===== src/rtl/rad4_pp_accum_64_if.sv =====
// Partial-product beat stream in, accumulated product out, for the radix-4 Booth accumulator.
interface rad4_pp_accum_64_if;
  logic signed [63:0] i_PP;
  logic               i_PP_VALID;
  logic               i_PP_LAST;
  logic               o_PP_READY;
  logic signed [63:0] o_P;
  logic               o_P_VALID;
  logic               i_P_READY;
  logic               o_ERR;
  logic               o_BUSY;

  modport master (
    output i_PP, i_PP_VALID, i_PP_LAST, i_P_READY,
    input  o_PP_READY, o_P, o_P_VALID, o_ERR, o_BUSY
  );

  modport slave (
    input  i_PP, i_PP_VALID, i_PP_LAST, i_P_READY,
    output o_PP_READY, o_P, o_P_VALID, o_ERR, o_BUSY
  );
endinterface


===== src/rtl/rad4_pp_accum_64.sv =====
// Radix-4 Booth partial-product accumulator: beat k is weighted by 4^k and summed modulo 2^64.
module rad4_pp_accum_64 (
  input logic               i_CLK,
  input logic               i_RST,
  rad4_pp_accum_64_if.slave bus
);

  typedef enum logic [1:0] {IDLE, ACCUM, DONE} state_t;

  state_t             state;
  logic [3:0]         k;
  logic signed [63:0] acc;
  logic               err;
  logic               pp_ready;
  logic               p_valid;
  logic               busy;
  logic               accept;

  // Bits pushed past bit 63 are dropped: the sum is defined modulo 2^64.
  function automatic logic signed [63:0] weight_pp(input logic signed [63:0] pp,
                                                   input logic [3:0] idx);
    return pp << {idx, 1'b0};
  endfunction

  always_comb accept = bus.i_PP_VALID && pp_ready;

  always_ff @(posedge i_CLK) begin
    if (i_RST) begin
      state    <= IDLE;
      k        <= '0;
      acc      <= '0;
      err      <= 1'b0;
      pp_ready <= 1'b1;
      p_valid  <= 1'b0;
      busy     <= 1'b0;
    end else begin
      case (state)
        IDLE: begin
          if (accept) begin
            acc  <= bus.i_PP;
            k    <= 4'd1;
            err  <= 1'b0;
            busy <= 1'b1;
            if (bus.i_PP_LAST) begin
              state    <= DONE;
              pp_ready <= 1'b0;
              p_valid  <= 1'b1;
            end else begin
              state <= ACCUM;
            end
          end
        end
        ACCUM: begin
          if (accept) begin
            acc <= acc + weight_pp(bus.i_PP, k);
            k   <= k + 4'd1;
            // The 16th beat closes the operation; without LAST it is flagged.
            if (bus.i_PP_LAST || k == 4'd15) begin
              state    <= DONE;
              pp_ready <= 1'b0;
              p_valid  <= 1'b1;
              err      <= (k == 4'd15) && !bus.i_PP_LAST;
            end
          end
        end
        DONE: begin
          if (bus.i_P_READY) begin
            state    <= IDLE;
            k        <= '0;
            pp_ready <= 1'b1;
            p_valid  <= 1'b0;
            busy     <= 1'b0;
          end
        end
        default: begin
          state    <= IDLE;
          k        <= '0;
          pp_ready <= 1'b1;
          p_valid  <= 1'b0;
          busy     <= 1'b0;
        end
      endcase
    end
  end

  assign bus.o_PP_READY = pp_ready;
  assign bus.o_P        = acc;
  assign bus.o_P_VALID  = p_valid;
  assign bus.o_ERR      = err;
  assign bus.o_BUSY     = busy;

endmodule

===== src/flat_wrapper.sv =====
// flat-port wrapper written by rule: the top's interface ports become plain ports
module rad4_pp_accum_64_flat 
  (i_CLK, i_RST, bus_i_PP, bus_i_PP_VALID, bus_i_PP_LAST, bus_i_P_READY, bus_o_PP_READY, bus_o_P, bus_o_P_VALID, bus_o_ERR, bus_o_BUSY);
  rad4_pp_accum_64_if bus_i ();
  input logic i_CLK;
  input logic i_RST;
  input wire logic [$bits(bus_i.i_PP)-1:0] bus_i_PP;
  input wire logic [$bits(bus_i.i_PP_VALID)-1:0] bus_i_PP_VALID;
  input wire logic [$bits(bus_i.i_PP_LAST)-1:0] bus_i_PP_LAST;
  input wire logic [$bits(bus_i.i_P_READY)-1:0] bus_i_P_READY;
  output wire logic [$bits(bus_i.o_PP_READY)-1:0] bus_o_PP_READY;
  output wire logic [$bits(bus_i.o_P)-1:0] bus_o_P;
  output wire logic [$bits(bus_i.o_P_VALID)-1:0] bus_o_P_VALID;
  output wire logic [$bits(bus_i.o_ERR)-1:0] bus_o_ERR;
  output wire logic [$bits(bus_i.o_BUSY)-1:0] bus_o_BUSY;
  assign bus_i.i_PP = bus_i_PP;
  assign bus_i.i_PP_VALID = bus_i_PP_VALID;
  assign bus_i.i_PP_LAST = bus_i_PP_LAST;
  assign bus_i.i_P_READY = bus_i_P_READY;
  assign bus_o_PP_READY = bus_i.o_PP_READY;
  assign bus_o_P = bus_i.o_P;
  assign bus_o_P_VALID = bus_i.o_P_VALID;
  assign bus_o_ERR = bus_i.o_ERR;
  assign bus_o_BUSY = bus_i.o_BUSY;
  rad4_pp_accum_64 u_core (.i_CLK(i_CLK), .i_RST(i_RST), .bus(bus_i));
endmodule

===== config.mk =====
export PLATFORM = sky130hd
export DESIGN_NAME = rad4_pp_accum_64_flat
export DESIGN_NICKNAME = d
export VERILOG_FILES = /design/src/rtl/rad4_pp_accum_64_if.sv /design/src/rtl/rad4_pp_accum_64.sv /design/src/flat_wrapper.sv
export SDC_FILE = /design/constraint.sdc
export NUM_CORES = 1
export LEC_CHECK = 0
export BUFFER_PORTS_ARGS = -buffer_cell sky130_fd_sc_hd__buf_2
export CAP_MARGIN = 0
export CORE_AREA = 2 2 167 169
export CTS_CLUSTER_DIAMETER = 150
export DETAILED_ROUTE_END_ITERATION = 7
export DIE_AREA = 0 0 169 171
export GPL_TIMING_DRIVEN = 0
export PLACE_DENSITY = 0.59
export SETUP_SLACK_MARGIN = 0.3
export SYNTH_ARGS = -nofsm -noshare
export SYNTH_HDL_FRONTEND = slang
export SYNTH_SLANG_ARGS = --single-unit

===== constraint.sdc =====
create_clock -name i_CLK -period 14.4 [get_ports i_CLK]
set_clock_uncertainty 0.2 [all_clocks]
set_input_delay 2.88 -clock i_CLK [delete_from_list [all_inputs] [get_ports i_CLK]]
set_output_delay 2.88 -clock i_CLK [all_outputs]
set_load 0.005 [all_outputs]

==> summary.txt <==
Status
  – Status: completed

Clocking
  – CTS tree: done
  – CTS Buf Count: 9
  – Clk root buf: clkbuf_16
  – # clock sinks: 74
  – CTS Hold Bufs: 0
  – H-tree depth: 3
  – Cts repair resizes: 0
  – CTS Buffer Depth: 2
  – Post-CTS setup buffer count: 0
  – Skew-Pair Late Insertion Delay: 360 ps
  – Reg clk slew, reported paths: 70 ps

Synthesis
  – Synth Flop Type: dfxtp_1
  – Post-synth top area share: 15.79%
  – Most frequent cell after synthesis: a21oi_1
  – Post-synthesis area per instance: 7.291 sq um
  – #FFs+latches synth: 74
  – EDFF count, synth: 0
  – Cell taking the most area after synthesis: dfxtp_1
  – Area contributors post-synth: dfxtp_1 16%, a21oi_1 9.4%, ha_1 8.5%
  – Most frequent cells after synthesis: 176 x a21oi_1, 152 x nand2_1, 143 x nor2_1
  – Post-synthesis sequential area ratio: 15.79%
  – Synth Cell Area: 0.009384 sq mm
  – Distinct cells, synth: 65
  – Post-synth ARST share: 0%
  – Mapped Cells: 1,287
  – Syn nets: 1,421
  – Synth warnings: 0

Die
  – Initial Util: 34.34%
  – Area of the core: 0.02732 sq mm
  – Die ar.: 0.02890 sq mm
  – Io pins: 137
  – Row count: 61
  – Die Span Y: 171 um
  – Chip width: 169 um

Power
  – VDD IR-drop max: 0.04802 mV
  – P_leak: 4.384 nW
  – Cell Pwr Density: 104.1 mW/mm^2

Job
  – Max-Cap Viols: 0

Route
  – Antenna viol nets, final: 0
  – Pre-Repair DR Iteration Count: 6
  – Drt initial violations: 1,454
  – Via Count: 11,000
  – Drt drc: 0
  – Final wirelength: 44,790 um
  – Drt wl/cell: 25.11 um
  – Vias per inst: 6.166

Worst setup path
  – Worst path top cell family by delay: simple AND/OR/NAND/NOR gates
  – Type of the worst setup path: primary input to flip-flop
  – Critical path arrival: 7910 ps
  – Crit-path cells: buf_2 -> mux4_2 -> mux2i_1 -> a21oi_1 -> ha_1 -> clkbuf_1 -> nand4_1 -> nor3_1 -> nand3_1 -> a21oi_1 -> nor4_1 -> nor4_1 -> a31o_2 -> a21oi_1 -> xnor2_1 -> or3_1 -> and3_1
  – Crit end category: flip-flop
  – Most frequent CP cell: a21oi_1
  – Bufs and invs on worst path: 2
  – CP max stage delay: 810 ps
  – Crit-path slowest cell: nor4_1
  – CP Launch Type: primary input
  – Req. time, crit path: 14,460 ps
  – Largest fanout on the critical path: 9
  – CP Depth: 17
  – R2R cell count: 22

Global routing
  – Initial antenna violation count: 0
  – Pin count of the biggest net entering global routing: 13
  – Vias in the first global route: 10,380
  – Total track usage: 30.32%
  – GRT overflow: 0
  – First-pass GRT wire length: 65,330 um

Place
  – RD Place Congestion: 1.039
  – Pre-CTS WS: 6362 ps
  – Dpl hpwl: 35,300 um
  – Port buffer count: 135

Timing
  – Fmax: 127.4 MHz
  – Unrepaired setup endpoints after global routing: no
  – Final worst slack: 6553 ps
  – Final worst path period share: 54.50%
  – Worst-Margin Slew: 1109 ps
  – Slew HR: 26.08%
  – Final hold vios: 0
  – Final setup vio count: 0
  – Max Transition Viols Final: 0
  – Post-layout minimum cycle time: 7847 ps
  – Setup TNS: 0 ps

Finish
  – FILL cells: 2,934
  – Nets: 1,567
  – Share of cells above drive strength 1: 14.67%
  – Ant diodes: 0
  – Syn-to-layout area delta: 14.83%

Worst hold path
  – Min-Delay Path Class: flip-flop to flip-flop
  – Hold path depth: 2
layout make-up:
type / instances / area [sq um] / share of cell area [%]
Buffer: 104 / 392.9 / 3.646
Clock buffer: 12 / 256.5 / 2.380
Clock inverter: 4 / 26.28 / 0.2438
Inverter: 16 / 60.06 / 0.5574
Multi-Input combinational cell: 1093 / 7450 / 69.14
Sequential cell: 74 / 1481 / 13.75
Tap cell: 346 / 432.9 / 4.018
Timing Repair Buffer: 135 / 675.6 / 6.270
worst reg2reg max path: cells and delay by family (launching register included):
kind	cells	cell delay [ps]
muxes	2	630
AOI/OAI and AO/OA	5	1070
adders and majority gates	1	320
xor gates and xnor gates	1	150
and+or+nand+nor	8	2430
buffers and inverters	5	2610
DFF	1	330
state kept, by name, summed over array words and instances (netlist names):
register,cells
u_core.bus.o_P,64
u_core.bus.o_BUSY,1
u_core.state,2
u_core.k,4
u_core.bus.o_ERR,1
u_core.bus.o_P_VALID,1
u_core.bus.o_PP_READY,1
per-stage QoR:
step / hold slack (ps) / power, mW / utilization (%) / instances / cell area, sq um
2_1_floorplan: 265.1 / 0.6814 / - / 1287 / 9384
3_3_place_gp: 269.2 / 0.8752 / 38.40 / 1768 / 10490
3_5_place_dp: 273.3 / 0.8753 / 38.40 / 1768 / 10490
4_1_cts: 288.0 / 1.109 / 39.44 / 1784 / 10780
5_1_grt: 312.4 / 1.190 / 39.44 / 1784 / 10780
6_report: 283.2 / 1.122 / 39.44 / 1784 / 10780
cells in the final DEF, fill, tap and decap left out, types with 8 or more instances in the layout:
cell	n
a21oi_1	176
nand2_1	152
nor2_1	143
buf_2	137
clkbuf_1	88
dfxtp_1	74
o21ai_0	73
mux2i_1	67
ha_1	64
a211oi_1	54
xnor2_1	42
mux4_2	30
a21o_1	30
nand4_1	25
nor3_1	20
xor2_1	20
nor2b_1	19
buf_1	15
o221ai_1	15
o21bai_1	15
inv_1	14
nand3_1	12
and3_1	12
and2_1	11
a31oi_1	11
mux2_2	10
o22ai_1	9
clkbuf_16	9
or2_2	8
a221oi_1	8
cell families (layout without fill, tap and decap cells):
logic type | Yosys count | in the layout | share of synthesized area (%)
buf+inv | 120 | 271 | 4.827
mux | 107 | 107 | 15.55
compound gates | 437 | 437 | 29.35
simple gates | 422 | 422 | 19.96
xor+xnor | 62 | 62 | 5.787
flops | 74 | 74 | 15.79
fa+ha+maj | 65 | 65 | 8.747
power breakdown:
group / switching (mW) / internal (mW)
sequential: 0.0230 / 0.228
combinational: 0.405 / 0.235
clock: 0.105 / 0.126
per-layer routing:
layer  vias to the layer above  GRT usage (%)  share of wire, %  wire length [um]
met3                       124          4.395               7.4              3317
met4                         0          16.16               6.2              2766
li1                       5053              -                 -                 -
met1                      5258          39.62                43             19130
met5                         -              0                 0                 0
met2                       566          48.47                44             19580
final timing paths:
kind	from	end	slack, ps
hold / removal	u_core.bus.o_P[10]	u_core.bus.o_P[10]	280
setup reg to reg	u_core.k[1]	u_core.bus.o_P[63]	6560
hold reg to reg	u_core.bus.o_P[10]	u_core.bus.o_P[10]	280
setup / recovery	bus_i_PP[15]	u_core.bus.o_P[63]	6550
No activity file was read; power rests on OpenSTA's default activity.
